==> src/rtl/pwm_contador_pkg.sv <==
// Shared types and defaults for the pwm_contador block.
// Latency: n/a (declarations only).
// Backpressure: n/a.
//
// Holds the FSM state encoding (2'd3 is unused and is decoded as IDLE by
// the FSM), the default widths and a small state-decode helper.
package pwm_contador_pkg;

  // Default width of count, modulus and duty; must match contador_N.
  localparam int DEF_W      = 8;
  // Default width of the completed-period counter.
  localparam int DEF_PCNT_W = 16;

  typedef enum logic [1:0] {
    ST_IDLE = 2'd0,
    ST_SYNC = 2'd1,
    ST_RUN  = 2'd2
  } state_t;

  // True in the states that react to period boundaries. Any encoding other
  // than SYNC/RUN (including the unused 2'd3) behaves as IDLE.
  function automatic logic st_active(input state_t s);
    return (s == ST_SYNC) || (s == ST_RUN);
  endfunction

endpackage

==> src/rtl/pwm_wrap_detect.sv <==
// Period-boundary detector: flags the cycle where contador_N's count restarts at 0.
// Latency: combinational from q_in (q_prev adds one cycle of history).
// Backpressure: none; evaluated every cycle.
//
// Ports:
//   clk, rst      clock, asynchronous active-low reset
//   en            run enable; no boundary is reported while low
//   q_in, n_in    count and modulus currently applied to contador_N
//   boundary      1 on every cycle that starts a new period
module pwm_wrap_detect
  import pwm_contador_pkg::*;
#(
  parameter int W = DEF_W
) (
  input  logic         clk,
  input  logic         rst,
  input  logic         en,
  input  logic [W-1:0] q_in,
  input  logic [W-1:0] n_in,
  output logic         boundary
);

  logic [W-1:0] q_prev;

  // q_prev follows q_in unconditionally so history is valid as soon as en rises.
  always_ff @(posedge clk or negedge rst) begin
    if (!rst) begin
      q_prev <= '0;
    end else begin
      q_prev <= q_in;
    end
  end

  // A period starts when the count lands on 0 coming from a non-zero value.
  // This also covers an external contador_N reset mid-period. With a modulus
  // of 0 or 1 the count never leaves 0, so every cycle is a period start.
  always_comb begin
    boundary = en && (q_in == '0) && ((q_prev != '0) || (n_in <= W'(1)));
  end

endmodule

==> src/rtl/pwm_contador.sv <==
// PWM generator driven by contador_N's running count, with double-buffered duty updates.
// Latency: pwm_out and period_tick are registered, one cycle after the q_in they reflect.
// Backpressure: duty_ready drops while a duty value is pending; it rises the cycle after a boundary applies it.
//
// Optional feature macro: PWM_CONTADOR_PCNT_EN adds the PCNT_W parameter,
// the period_cnt port and its register. Without it nothing else changes.
//
// Ports:
//   clk, rst               clock, asynchronous active-low reset
//   en                     run enable; low forces IDLE and pwm_out=0
//   q_in, n_in             count and modulus of contador_N
//   duty_in/duty_valid     requested high-time (in counts) and its valid
//   duty_ready             pending buffer empty; transfer on valid && ready
//   pwm_out                registered PWM output
//   period_tick            one-cycle pulse at each period start seen in SYNC/RUN
//   busy                   state is not IDLE
//   period_cnt             periods completed in RUN (optional)
module pwm_contador
  import pwm_contador_pkg::*;
#(
  parameter int W = DEF_W
`ifdef PWM_CONTADOR_PCNT_EN
  ,
  parameter int PCNT_W = DEF_PCNT_W
`endif
) (
  input  logic              clk,
  input  logic              rst,
  input  logic              en,
  input  logic [W-1:0]      q_in,
  input  logic [W-1:0]      n_in,
  input  logic [W-1:0]      duty_in,
  input  logic              duty_valid,
  output logic              duty_ready,
  output logic              pwm_out,
  output logic              period_tick,
  output logic              busy
`ifdef PWM_CONTADOR_PCNT_EN
  ,
  output logic [PCNT_W-1:0] period_cnt
`endif
);

  state_t       state;
  state_t       state_nxt;
  logic         boundary;
  logic         period_start;
  logic         accept;
  logic         load;
  logic [W-1:0] pending;
  logic         pending_full;
  logic [W-1:0] active_duty;
  logic [W-1:0] eff_duty;
  logic         pwm_nxt;

  pwm_wrap_detect #(
    .W (W)
  ) u_wrap (
    .clk      (clk),
    .rst      (rst),
    .en       (en),
    .q_in     (q_in),
    .n_in     (n_in),
    .boundary (boundary)
  );

  // ---------------------------------------------------------------------------
  // FSM
  // ---------------------------------------------------------------------------
  always_ff @(posedge clk or negedge rst) begin
    if (!rst) begin
      state <= ST_IDLE;
    end else begin
      state <= state_nxt;
    end
  end

  always_comb begin
    state_nxt = state;
    case (state)
      ST_IDLE: if (en) state_nxt = ST_SYNC;
      ST_SYNC: if (boundary) state_nxt = ST_RUN;
      ST_RUN:  state_nxt = ST_RUN;
      default: state_nxt = en ? ST_SYNC : ST_IDLE;
    endcase
    // Dropping en wins over every transition.
    if (!en) state_nxt = ST_IDLE;
  end

  assign busy = st_active(state);

  // ---------------------------------------------------------------------------
  // Duty double buffer
  // ---------------------------------------------------------------------------
  // A boundary seen in SYNC or RUN starts a period: it ticks and applies the
  // pending duty. In SYNC that same boundary is also the first RUN period, so
  // the comparator is already live on it and pwm_out lines up with the tick.
  assign period_start = boundary && st_active(state);
  assign duty_ready   = !pending_full;
  assign accept       = duty_valid && !pending_full;
  assign load         = period_start && pending_full;

  // accept needs an empty buffer and load needs a full one, so the two never
  // collide. A value accepted on a boundary with an empty buffer therefore
  // waits for the following boundary.
  always_ff @(posedge clk or negedge rst) begin
    if (!rst) begin
      pending      <= '0;
      pending_full <= 1'b0;
      active_duty  <= '0;
    end else begin
      if (load) begin
        active_duty  <= pending;
        pending_full <= 1'b0;
      end
      if (accept) begin
        pending      <= duty_in;
        pending_full <= 1'b1;
      end
    end
  end

  // ---------------------------------------------------------------------------
  // Comparator
  // ---------------------------------------------------------------------------
  // The duty being loaded this cycle must already govern the Q==0 sample,
  // otherwise the first cycle of every updated period would use stale duty.
  // Duty >= modulus saturates naturally because q_in never reaches n_in.
  always_comb begin
    eff_duty = load ? pending : active_duty;
    pwm_nxt  = 1'b0;
    if (en && ((state == ST_RUN) || period_start)) begin
      pwm_nxt = (q_in < eff_duty);
    end
  end

  always_ff @(posedge clk or negedge rst) begin
    if (!rst) begin
      pwm_out     <= 1'b0;
      period_tick <= 1'b0;
    end else begin
      pwm_out     <= pwm_nxt;
      period_tick <= period_start;
    end
  end

`ifdef PWM_CONTADOR_PCNT_EN
  // Only RUN boundaries close a period; the SYNC boundary merely opens the first.
  always_ff @(posedge clk or negedge rst) begin
    if (!rst) begin
      period_cnt <= '0;
    end else if (boundary && (state == ST_RUN)) begin
      period_cnt <= period_cnt + PCNT_W'(1);
    end
  end
`endif

endmodule

==> config.mk <==
export PLATFORM = sky130hd
export DESIGN_NAME = pwm_contador
export DESIGN_NICKNAME = d
export VERILOG_FILES = /design/src/rtl/pwm_contador_pkg.sv /design/src/rtl/pwm_wrap_detect.sv /design/src/rtl/pwm_contador.sv
export SDC_FILE = /design/constraint.sdc
export NUM_CORES = 1
export LEC_CHECK = 0
export CAP_MARGIN = 20
export CORE_UTILIZATION = 45
export CTS_BUF_LIST = sky130_fd_sc_hd__clkbuf_8
export CTS_CLUSTER_DIAMETER = 50
export DETAILED_ROUTE_END_ITERATION = 7
export PLACE_DENSITY = 0.74
export SLEW_MARGIN = 20
export SYNTH_ARGS = -nofsm -noshare
export SYNTH_HDL_FRONTEND = slang
export SYNTH_SLANG_ARGS = --single-unit
==> constraint.sdc <==
create_clock -name clk -period 6 [get_ports clk]
set_input_delay 0.9 -clock clk [delete_from_list [all_inputs] [get_ports clk]]
set_output_delay 0.9 -clock clk [all_outputs]
set_load 0.05 [all_outputs]
==> impl_metrics.py <==
metrics = {
    "synthesis": {
        "synth_ff_type": "dfrtp_1",
        "synthDistinctLibCells": 27,
        "yosysTopAreaCellShare": 0.5626,
        "synthCells": 98,
        "synth-edff-count": 0,
        "async_flop_share": 1.000,
        "synth_area_leaders": "dfrtp_1, ha_1, mux2_2",
        "synth_top_cell_by_area": "dfrtp_1",
        "syn-mean-instance-area_sq_um": 13.16,
        "yosys_warnings": 0,
        "ys_seq_area_frac": 0.5626,
        "yosys_register_bits": 29,
        "syn_nets": 135,
        "syn_area_sq_um": 1290,
    },
    "route": {
        "drt_drc_violations_left": 0,
        "postRouteAntennaNets": 0,
        "vias": 869,
        "routed_wl_um": 2305,
        "wl_per_cell_um": 13.89,
        "dr.pass1.iters": 4,
        "dr.first_iter.drc_count": 22,
        "viasPerCell": 5.235,
    },
    "pwr": {
        "powerDensity_nw_per_um2": 293.1,
        "power_leakage_nw": 0.8025,
        "ir_drop_uv": 248.6,
    },
    "sta": {
        "rsz0062_at_grt": "false",
        "slew_headroom": 0.4775,
        "tightest_slew_ps": 777.9,
        "setup_viol": 0,
        "finalHoldViolations": 0,
        "period_needed_ps": 4081,
        "fmaxAchievable_mhz": 245.0,
        "maxSlewViolCount": 0,
        "tns_ps": 0,
        "fin_worst_skew_ps": 8.176,
        "layout_worst_path_cycle_share": 0.6802,
    },
    "worst_setup_path": {
        "arrival_ps": 4290,
        "critical_path_class": "input port to flip-flop",
        "cp-start-kind": "input port",
        "crit_fanout": 9,
        "cp-end-kind": "flip-flop",
        "cp.required_ps": 6200,
    },
    "place": {
        "placed_cells_incl_taps": 159,
        "io_buffers": 30,
        "dp_hpwl_um": 1792,
        "gp_congestion": 0.8084,
    },
    "cells_and_area": {
        "antenna_cells": 0,
        "layout_common_cells": "clkdlybuf4s50_1, dfrtp_1, inv_1, mux2_2, ha_1",
        "nNetsFinal": 172,
        "regArea_sq_um": 725.7,
        "multiInputGateArea_sq_um": 515.5,
        "instances_no_fill": 166,
        "drive_above_1_share": 0.1630,
        "area_growth_pct": 33.27,
        "fillers": 222,
        "final_common_cell": "clkdlybuf4s50_1",
    },
    "floorplanning": {
        "fp.coreArea_sq_um": 2734,
        "die_h_um": 55.54,
        "num_rows": 19,
        "die_area_sq_um": 3085,
        "io_pins": 32,
        "die_x_um": 55.54,
        "start_util": 0.4719,
    },
    "run": {
        "drv_cap": 0,
    },
    "clocking": {
        "hold_buffers": 0,
        "ctsResizeCount": 0,
        "cts_sinks": 29,
        "cts_tree": "done",
        "clk_pin_slew_worst_paths_ps": 60,
        "postCtsSetupBuffers": 0,
        "clock_path_buffers": 2,
        "htreeDepth": 2,
        "cts-root-buf": "clkbuf_8",
        "cts_inserted_buffers": 5,
        "clk_latency_ps": 270,
    },
    "grt": {
        "grt_pass1_vias": 881,
        "grt_max_degree": 30,
        "grt.total_usage": 0.1724,
        "overflow": 0,
        "grt_pass1_wl_um": 4084,
        "antenna_found_initial": 0,
    },
    "outcome": {
        "outcome": "completed",
    },
    "hold_path": {
        "min_path_type": "flip-flop to flip-flop",
    },
}
state kept, by name (all words and copies together) (netlist names):
register	cells
state	2
period_tick	1
active_duty	8
u_wrap.q_prev	8
pending_full	1
pwm_out	1
pending	8
metrics by stage:
stage          cell area, sq um  hold slack, ps  total power, W    util  setup slack, ps
6_report                   1719           487.4       0.0005038  0.6288             1919
5_1_grt                    1719           510.0       0.0005349  0.6288             1680
4_1_cts                    1719           496.7       0.0005100  0.6288             1927
3_5_place_dp               1633           482.9       0.0003547  0.5973             1673
3_3_place_gp               1633           474.7       0.0003506  0.5973             1709
2_1_floorplan              1290           452.0       0.0003048       -             2534
cell usage after synthesis, types with 2 or more instances:
cell type / instances
mux2_2: 9
nor2_1: 3
ha_1: 9
a21oi_1: 2
mux2i_1: 6
nand3_1: 3
nor3_1: 2
a21o_1: 2
inv_1: 12
dfrtp_1: 29
nand2_1: 3
o21ai_0: 2
nor2b_1: 2
cell type report:
class	instances	share of cell area
Clock buffer	6	0.04803
Clock inverter	1	0.002183
Inverter	12	0.02620
Multi-Input combinational cell	56	0.2999
Sequential cell	29	0.4221
Tap cell	31	0.02256
Timing Repair Buffer	31	0.1790
per-layer routing:
layer	vias up	routed length [um]	global-route usage
li1	419	-	-
met2	27	1076	0.2685
met1	418	1062	0.2203
met3	5	140	0.07026
met4	0	25	0.05357
met5	-	0	0
critical path: stages:
cell and delay [ps]:
clkdlybuf4s50_1 420, nor4_2 390, a211oi_4 140, nor4_4 680, mux2_2 430, inv_1 60
ha_1 210, and3_1 170, a2111oi_0 480, o221a_2 290, o31a_1 120
power breakdown:
group | internal (W) | switching [W] | total, W
registers | 0.000215 | 0.0000108 | 0.000226
clock network | 0.0000890 | 0.0000641 | 0.000153
logic | 0.0000550 | 0.0000703 | 0.000125
total | 0.000359 | 0.000145 | 0.000504
final timing paths:
| kind | from | end | slack (ps) | cells after the start |
|---|---|---|---|---|
| max | n_in[7] | pwm_out | 1920 | 11 |
| min | active_duty[7] | active_duty[7] | 490 | 2 |
| max reg2reg | state[0] | pwm_out | 2610 | 10 |
| min reg2reg | active_duty[7] | active_duty[7] | 490 | 2 |
| max in group asynchronous | rst | active_duty[2] | 4730 | 2 |
| min in group asynchronous | rst | u_wrap.q_prev[7] | 1010 | 2 |
kinds of logic (layout without fill, tap and decap cells):
logic type               count (synthesis)  in the layout  share of synthesized area
multiplexers                            16             16                     0.1368
AO/OA/AOI/OAI                           11             11                    0.07274
adder cells (fa/ha/maj)                  9              9                    0.08730
AND/OR/NAND/NOR                         20             20                     0.1028
flip-flops                              29             29                     0.5626
buffers and inverters                   13             50                    0.03782
Note: power is estimated with default switching activity, not from simulation.
